===== src/rtl/sqroot_rr_sched.sv =====
// sqroot_rr_sched: round-robin scheduler sharing one combinational
// floor-square-root unit among NREQ valid/ready requesters, with a single
// registered valid/ready response port carrying the root and winner ID.
// Optional macro SQROOT_SCHED_REM_EN adds the rsp_rem output
// (operand - root*root), registered alongside the root.
module sqroot_rr_sched #(
    parameter int NREQ = 4,
    localparam int IDW = (NREQ > 1) ? $clog2(NREQ) : 1
) (
    input  logic                 clk,
    input  logic                 rst_n,
    input  logic [NREQ-1:0]      req_valid,
    input  logic [16*NREQ-1:0]   req_data,
    output logic [NREQ-1:0]      req_ready,
    output logic                 rsp_valid,
    input  logic                 rsp_ready,
    output logic [7:0]           rsp_root,
    output logic [IDW-1:0]       rsp_id
`ifdef SQROOT_SCHED_REM_EN
    ,
    output logic [8:0]           rsp_rem
`endif
);

    typedef enum logic {
        EMPTY = 1'b0,
        FULL  = 1'b1
    } state_t;

    state_t         state;
    state_t         state_nxt;
    logic [IDW-1:0] ptr;
    logic           slot_free;
    logic           gnt_any;
    logic [IDW-1:0] gnt_id;
    logic [IDW-1:0] pos;
    logic [15:0]    operand;
    logic [7:0]     sq_root;
`ifdef SQROOT_SCHED_REM_EN
    logic [8:0]     sq_rem;
`endif

    // The response slot can take a new result when empty or being drained;
    // reset forces it closed so nothing is granted while rst_n is low.
    assign slot_free = rst_n && ((state == EMPTY) || rsp_ready);
    assign rsp_valid = (state == FULL);

    // Round-robin search from ptr upwards with wrap; first valid requester wins.
    always_comb begin
        req_ready = '0;
        gnt_any   = 1'b0;
        gnt_id    = '0;
        pos       = '0;
        if (slot_free) begin
            for (int unsigned k = 0; k < NREQ; k++) begin
                pos = IDW'((32'(ptr) + k) % NREQ);
                if (!gnt_any && req_valid[pos]) begin
                    gnt_any = 1'b1;
                    gnt_id  = pos;
                end
            end
            if (gnt_any) begin
                req_ready[gnt_id] = 1'b1;
            end
        end
    end

    // Steer the winner's operand into the shared root unit.
    always_comb begin
        operand = '0;
        for (int unsigned j = 0; j < NREQ; j++) begin
            if (gnt_id == IDW'(j)) begin
                operand = req_data[16*j +: 16];
            end
        end
    end

    // Shared floor-sqrt unit: restoring digit-by-digit, two operand bits per step.
    always_comb begin : isqrt
        logic [17:0] r;
        logic [15:0] s;
        logic [7:0]  q;
        logic [9:0]  t;
        r = '0;
        s = operand;
        q = '0;
        t = '0;
        for (int unsigned k = 0; k < 8; k++) begin
            r = {r[15:0], s[15:14]};
            s = {s[13:0], 2'b00};
            t = {q, 2'b01};
            if (r >= {8'b0, t}) begin
                r = r - {8'b0, t};
                q = {q[6:0], 1'b1};
            end else begin
                q = {q[6:0], 1'b0};
            end
        end
        sq_root = q;
`ifdef SQROOT_SCHED_REM_EN
        sq_rem  = r[8:0];
`endif
    end

    // FSM state register.
    always_ff @(posedge clk or negedge rst_n) begin
        if (!rst_n) begin
            state <= EMPTY;
        end else begin
            state <= state_nxt;
        end
    end

    // Next state: a grant always fills the slot; a drain without grant empties it.
    always_comb begin
        state_nxt = state;
        if (gnt_any) begin
            state_nxt = FULL;
        end else if ((state == FULL) && rsp_ready) begin
            state_nxt = EMPTY;
        end
    end

    // Pointer moves past the winner only on a grant.
    always_ff @(posedge clk or negedge rst_n) begin
        if (!rst_n) begin
            ptr <= '0;
        end else if (gnt_any) begin
            ptr <= (gnt_id == IDW'(NREQ - 1)) ? '0 : gnt_id + 1'b1;
        end
    end

    // Response registers capture the root and owner on a grant, else hold.
    always_ff @(posedge clk or negedge rst_n) begin
        if (!rst_n) begin
            rsp_root <= '0;
            rsp_id   <= '0;
`ifdef SQROOT_SCHED_REM_EN
            rsp_rem  <= '0;
`endif
        end else if (gnt_any) begin
            rsp_root <= sq_root;
            rsp_id   <= gnt_id;
`ifdef SQROOT_SCHED_REM_EN
            rsp_rem  <= sq_rem;
`endif
        end
    end

endmodule


===== config.mk =====
export PLATFORM = sky130hd
export DESIGN_NAME = sqroot_rr_sched
export DESIGN_NICKNAME = d
export VERILOG_FILES = /design/src/rtl/sqroot_rr_sched.sv
export SDC_FILE = /design/constraint.sdc
export NUM_CORES = 1
export LEC_CHECK = 0
export CORE_MARGIN = 2
export CORE_UTILIZATION = 30
export DETAILED_ROUTE_END_ITERATION = 12
export GPL_TIMING_DRIVEN = 0
export PLACE_DENSITY = 0.53
export SLEW_MARGIN = 20
export SYNTH_ARGS = -nofsm -noshare
export SYNTH_HDL_FRONTEND = slang
export SYNTH_SLANG_ARGS = --single-unit
export TNS_END_PERCENT = 30

===== constraint.sdc =====
create_clock -name clk -period 36.9 [get_ports clk]
set_input_delay 9.225 -clock clk [delete_from_list [all_inputs] [get_ports clk]]
set_output_delay 9.225 -clock clk [all_outputs]
set_load 0.01 [all_outputs]

======== Word level (Yosys, flattened, before mapping) ========
Cells that the tools add are included.
word-level totals
  register bits after elaboration ......... 13
  output and inout bits ................... 15
  logic and storage cells ................. 94
operators by class
  add/sub/neg operators ................... 11
  $lt $le $gt $ge ......................... 14
  equality and inequality tests ........... 3
  mux-type cells .......................... 49
  bitwise logic cells ..................... 1
  reduce and logical (&&, ||, !) cells .... 12
operator list
  cell                 number
  $mux 16              11
  $mux 1               24
  $ge 18x3->1          1
  $ge 18x4->1          1
  $ge 18x5->1          1
  $ge 18x6->1          1
  $ge 18x7->1          1
  $ge 18x8->1          1
  $ge 18x9->1          1
  $sub 16x3->16        1
  $sub 16x4->16        1
  $sub 16x5->16        1
  $sub 16x6->16        1
  $sub 16x7->16        1
  $sub 16x8->16        1
  $lt 2x3->1 const B   5
  $mux 2               7
  $bmux 1 s2           4
  $mux 4               2
  $logic_and 1x1->1    6
  $add 2x1->2 const B  2
  $add 2x2->2 const B  2
  $eq 2x2->1 const B   2
  $ge 2x1->1 const B   2
  8 further kinds      10

======== Longest topological paths before layout ========
  depth in word-level cells ............... 38
  depth in mapped cells ................... 74
  mapped depth without buffers ............ 70

======== Worst setup path after synthesis ========
Ideal clock, no wire load.
  kind .................................... input port to flip-flop
  from .................................... input port req_valid[0]
  to ...................................... register rsp_root[0]
  setup time .............................. 0.126 ns
  arrival ................................. 23.193 ns
  data required time ...................... 36.774 ns
  path slack .............................. 13.581 ns
  cell stages on the path ................. 69
  buffers on the path ..................... 4
  path through ............................ a21oi_1 o21a_1 o22ai_1 nor2_1 ha_1 or2_1 buf_6 a221o_1 nand2_1 inv_1 ha_1 o22ai_1 a21oi_1 or2_2 ha_1 a21oi_1 o31ai_4 nand2b_1 [... 33 more ...] ha_1 a21oi_1 o21bai_1 a21oi_1 o21bai_1 a21o_1 nor4_2 nand3b_4 buf_2 mux2i_1 ha_1 a31o_2 a21o_1 a211oi_1 or2_2 o32a_1 mux2i_1 o32a_1
between the ends
  longest elaborated chain between the ends .. 38
RTL lines
  element                                       line    RTL
  from (decl)                                   12      input logic [NREQ-1:0] req_valid,
  $bmux 1 s2                                    57      if (!gnt_any && req_valid[pos]) begin
  $mux 1 (not written as such)                  57
  $mux 1                                        57
  $mux 1                                        54      if (slot_free) begin
  $logic_not 1->1                               57
  $logic_and 1x1->1                             57
  $mux 1                                        57
  $mux 1                                        54
  [... 9 more ...]                              -
  named net gnt_id[1]                           35      logic [IDW-1:0] gnt_id;
  [... 13 more ...]                             -
  $sub 16x6->16 or $ge 18x6->1 (tied branches)  93, 92
  $mux 16 or $mux 1 (tied branches)             92      if (r >= {8'b0, t}) begin
  $sub 16x7->16 or $ge 18x7->1 (tied branches)  93, 92
  $mux 16 or $mux 1 (tied branches)             92
  $sub 16x8->16 or $ge 18x8->1 (tied branches)  93, 92
  $mux 16 or $mux 1 (tied branches)             92
  $ge 18x9->1 (*)                               92
  $mux 1 (*)                                    92
  to (signal assigned)                          142     rsp_root <= sq_root;
  to (decl)                                     17      output logic [7:0] rsp_root,
The timed path passes the listed nets; every way through them passes the cells marked *. The select of a mux whose other input is x is not followed.
A chain may end at the register's enable or synchronous reset.

======== Final worst setup path ========
  from .................................... input port rst_n
  to ...................................... register rsp_root[0]
between the ends
  longest elaborated chain between the ends .. 23
RTL lines
  element                                       line    RTL
  from (decl)                                   11      input logic rst_n,
  $logic_and 1x1->1 (*)                         45      assign slot_free = rst_n && ((state == EMPTY) || rsp_ready);
  $mux 2 (*)                                    54
  named net gnt_id[0]                           35
  $logic_not 2->1                               72      if (gnt_id == IDW'(j)) begin
  $mux 16 (3 in series)                         72
  $mux 16 (*)                                   72
  $sub 2x1->3 or $ge 2x1->1 (tied branches)     93, 92
  $mux 16 or $mux 1 (tied branches)             92
  [... 6 more ...]                              -
  $sub 16x6->16 or $ge 18x6->1 (tied branches)  93, 92
  $mux 16 or $mux 1 (tied branches)             92
  $sub 16x7->16 or $ge 18x7->1 (tied branches)  93, 92
  $mux 16 or $mux 1 (tied branches)             92
  $sub 16x8->16 or $ge 18x8->1 (tied branches)  93, 92
  $mux 16 or $mux 1 (tied branches)             92
  $ge 18x9->1 (*)                               92
  $mux 1 (*)                                    92
The timed path passes the listed nets; every way through them passes the cells marked *.

==> impl_results.md <==
- Num Clock Sinks: 13
- Register area share after synthesis: 7.51%
- H-Tree Depth: 1
- Vias per std cell: 5.69
- Worst hold endpoint: rsp_id[0]$_DFFE_PN0P_
- Biggest area consumer among synthesized cells: ha_1
- CTS tree: done
- Post-CTS sizing: 0
- Post-route minimum period: 26.82 ns
- Met2 WL: 6.99 mm
- DR WL met3: 591 microns
- Worst setup SP type: input pin
- Clk root buf: clkbuf_16
- CTS Hold Bufs: 0
- Critical path class: input pin to register
- Vias in the first global route: 4814
- Combinational family with the most area after synthesis: compound AO/OA/AOI/OAI gates
- Worst Tran Pin Value: 0.893 ns
- Post-layout nets: 819
- Critical Path End Type: register
- Post-synth EDFFs: 0
- Hold path depth: 2
- Yosys reg bits: 13
- # fillers: 1478
- Yosys warnings: 0
- Synth area leaders: ha_1, dfrtp_1, a21oi_1, nand2_1, nor2_1
- Arr. time, crit path: 26.93 ns
- Worst EP required: 37.02 ns
- Predominant post-synthesis flop cell: dfrtp_1
- Reg2reg end: rsp_root[0]$_DFFE_PN0P_
- Placement row count: 43
- Status: completed
- WHS: 0.473 ns
- DR top layer: met4
- Die Wd: 124 microns
- Final Hold Vio Count: 0
- Initial DRC Count: 377
- GRT overflow: 0
- Post-synthesis compound-gate area fraction: 37.1%
- Share of layout cells above drive strength 1: 7.12%
- Post-synth top area share: 13.0%
- Routability Congestion: 0.868
- Num CTS Buffers: 3
- Core region area: 0.0140 sq mm
- Initial core utilization: 30.9%
- Period utilization: 72.7%
- RSZ-0062 raised after global routing: false
- Async S/R FF share, synth: 100%
- Max-slew headroom: 40.3%
- Simple-gate area share of the yosys netlist: 26.8%
- Skew final: 0.00130 ns
- Crit path top cell by count: ha_1
- Area Growth Syn to Fin: 27.1%
- Post-Syn Area: 0.00433 sq mm
- Pin count of the biggest net entering global routing: 16
- PortBufs: 85
- CTS clk-pin slew, worst paths: 0.05 ns
- CP max stage delay: 0.91 ns
- CP max stage cell: clkdlybuf4s50_1
- First-pass GRT wire length: 24.0 mm
- Total die area: 0.0154 sq mm
- Mux cell area share after synthesis: 3.12%
- Final slew viol count: 0
- GRT Util Overall: 19.1%
- Fmax: 0.0373 GHz
- Drt drc: 0
- # diodes: 0
- Commonest cells after routing, fill and taps aside: clkdlybuf4s50_1, nand2_1, a21oi_1
- CP delay by family, top: simple AND/OR/NAND/NOR gates
- Post-DRT Antenna Nets: 0
- Average wire per standard cell: 16.6 microns
- Setup_tns: 0 ns
- Most common cell after layout, fill and taps aside: clkdlybuf4s50_1
- Min-Delay Path Class: register to register
- # Max-Cap Violations: 0
- Num ports: 86
- Drt total wl: 14.6 mm
- Syn Inst Count: 611
- Hpwl dp: 12.1 mm
- Postcts setup bufs: 0
- Worst skew pair latency: 0.24 ns
- Final setup viols: 0
- Clock Path Buffers: 2
- Via count: 5019
- CP Max Fanout: 15
- Syn avg cell area: 7.09 sq um
- 1st-pass router iterations: 5
- Xor/xnor share of the synthesized area: 7.25%
- Initial antenna violation count: 0
- Crit path buffers/inverters: 10
- Die extent in y: 124 microns
- Worst R2R Start: ptr[1]$_DFFE_PN0P_
- FF-to-FF setup slack: 19.26 ns
- DRT met1 WL: 6.99 mm
- Worst R2R Path Depth: 71
- Adder-cell area share of the yosys netlist: 13.0%
- Count of cell types in the netlist: 89
- Hold Startpoint: rsp_id[0]$_DFFE_PN0P_
metrics by stage:
step	setup WS, ns	utilization, %	cells	cell area (sq um)
2_1_floorplan	13.58	-	612	4330
3_3_place_gp	10.05	38.7	877	5410
6_report	10.08	39.3	882	5500
3_5_place_dp	10.0	38.8	878	5420
5_1_grt	8.46	39.3	882	5500
4_1_cts	10.13	39.3	882	5500
worst max path at each step:
stage / start / cells after the start / end / slack (ns)
floorplan: req_valid[0] / 69 / rsp_root[0]$_DFFE_PN0P_ / 13.58
global placement: rst_n / 70 / rsp_root[0]$_DFFE_PN0P_ / 10.05
detailed placement: rst_n / 70 / rsp_root[0]$_DFFE_PN0P_ / 10.0
CTS: rst_n / 70 / rsp_root[0]$_DFFE_PN0P_ / 10.13
global route: rst_n / 71 / rsp_root[0]$_DFFE_PN0P_ / 8.46
finish: rst_n / 70 / rsp_root[0]$_DFFE_PN0P_ / 10.08
worst reg2reg max path, delay by kind of cell, from the launching register on:
kind | cells | cell delay (ns)
adders and majority gates | 8 | 2.33
DFF | 1 | 0.43
muxes | 7 | 1.78
and+or+nand+nor | 23 | 6.13
buffers and inverters | 9 | 2.11
AOI/OAI and AO/OA | 24 | 4.75
registers in the layout, summed over array words and instances (netlist names):
register,cells
rsp_valid,1
rsp_id,2
rsp_root,8
ptr,2
per-layer routing:
metal	vias to the layer above	track usage [%]
li1	2493	-
met1	2407	25.9
met2	110	34.3
met3	9	1.10
met4	0	2.39
met5	-	0
final cells by class:
type,instances,area (sq um),share of cell area [%]
sequential,13,325,5.91
multi-input combinational,545,3790,69.0
clock inverter,1,5.00,0.0910
clock buffer,3,75.1,1.36
tap,180,225,4.09
inverter,36,135,2.46
timing repair buffer,86,856,15.6
buffer,18,86.3,1.57
synth_stat cells, types with 6 or more instances:
master,number
or3_1,6
a31oi_1,9
nor3_1,7
a221o_1,9
o22ai_1,6
inv_1,34
nand4_1,6
and2_1,6
a211oi_1,9
nor2_1,56
a21o_1,8
clkbuf_1,10
nand2_1,65
xnor2_1,23
o21bai_1,8
o21ai_0,37
dfrtp_1,13
a22oi_1,9
nand3_1,17
xor2_1,11
a21oi_1,61
nand2b_1,10
mux2i_1,9
buf_2,6
ha_1,45
or2_2,7
cells by family (layout without fill, tap and decap cells):
logic type,count (synthesis),after routing
AO/OA/AOI/OAI,227,227
XOR/XNOR,35,35
adder cells (fa/ha/maj),45,45
buffers and inverters,54,144
flip-flops,13,13
multiplexers,13,13
other,1,2
AND/OR/NAND/NOR,223,223
Power is not shown: default switching activity piles up to over one toggle a cycle in this logic, so the estimate is an artifact.
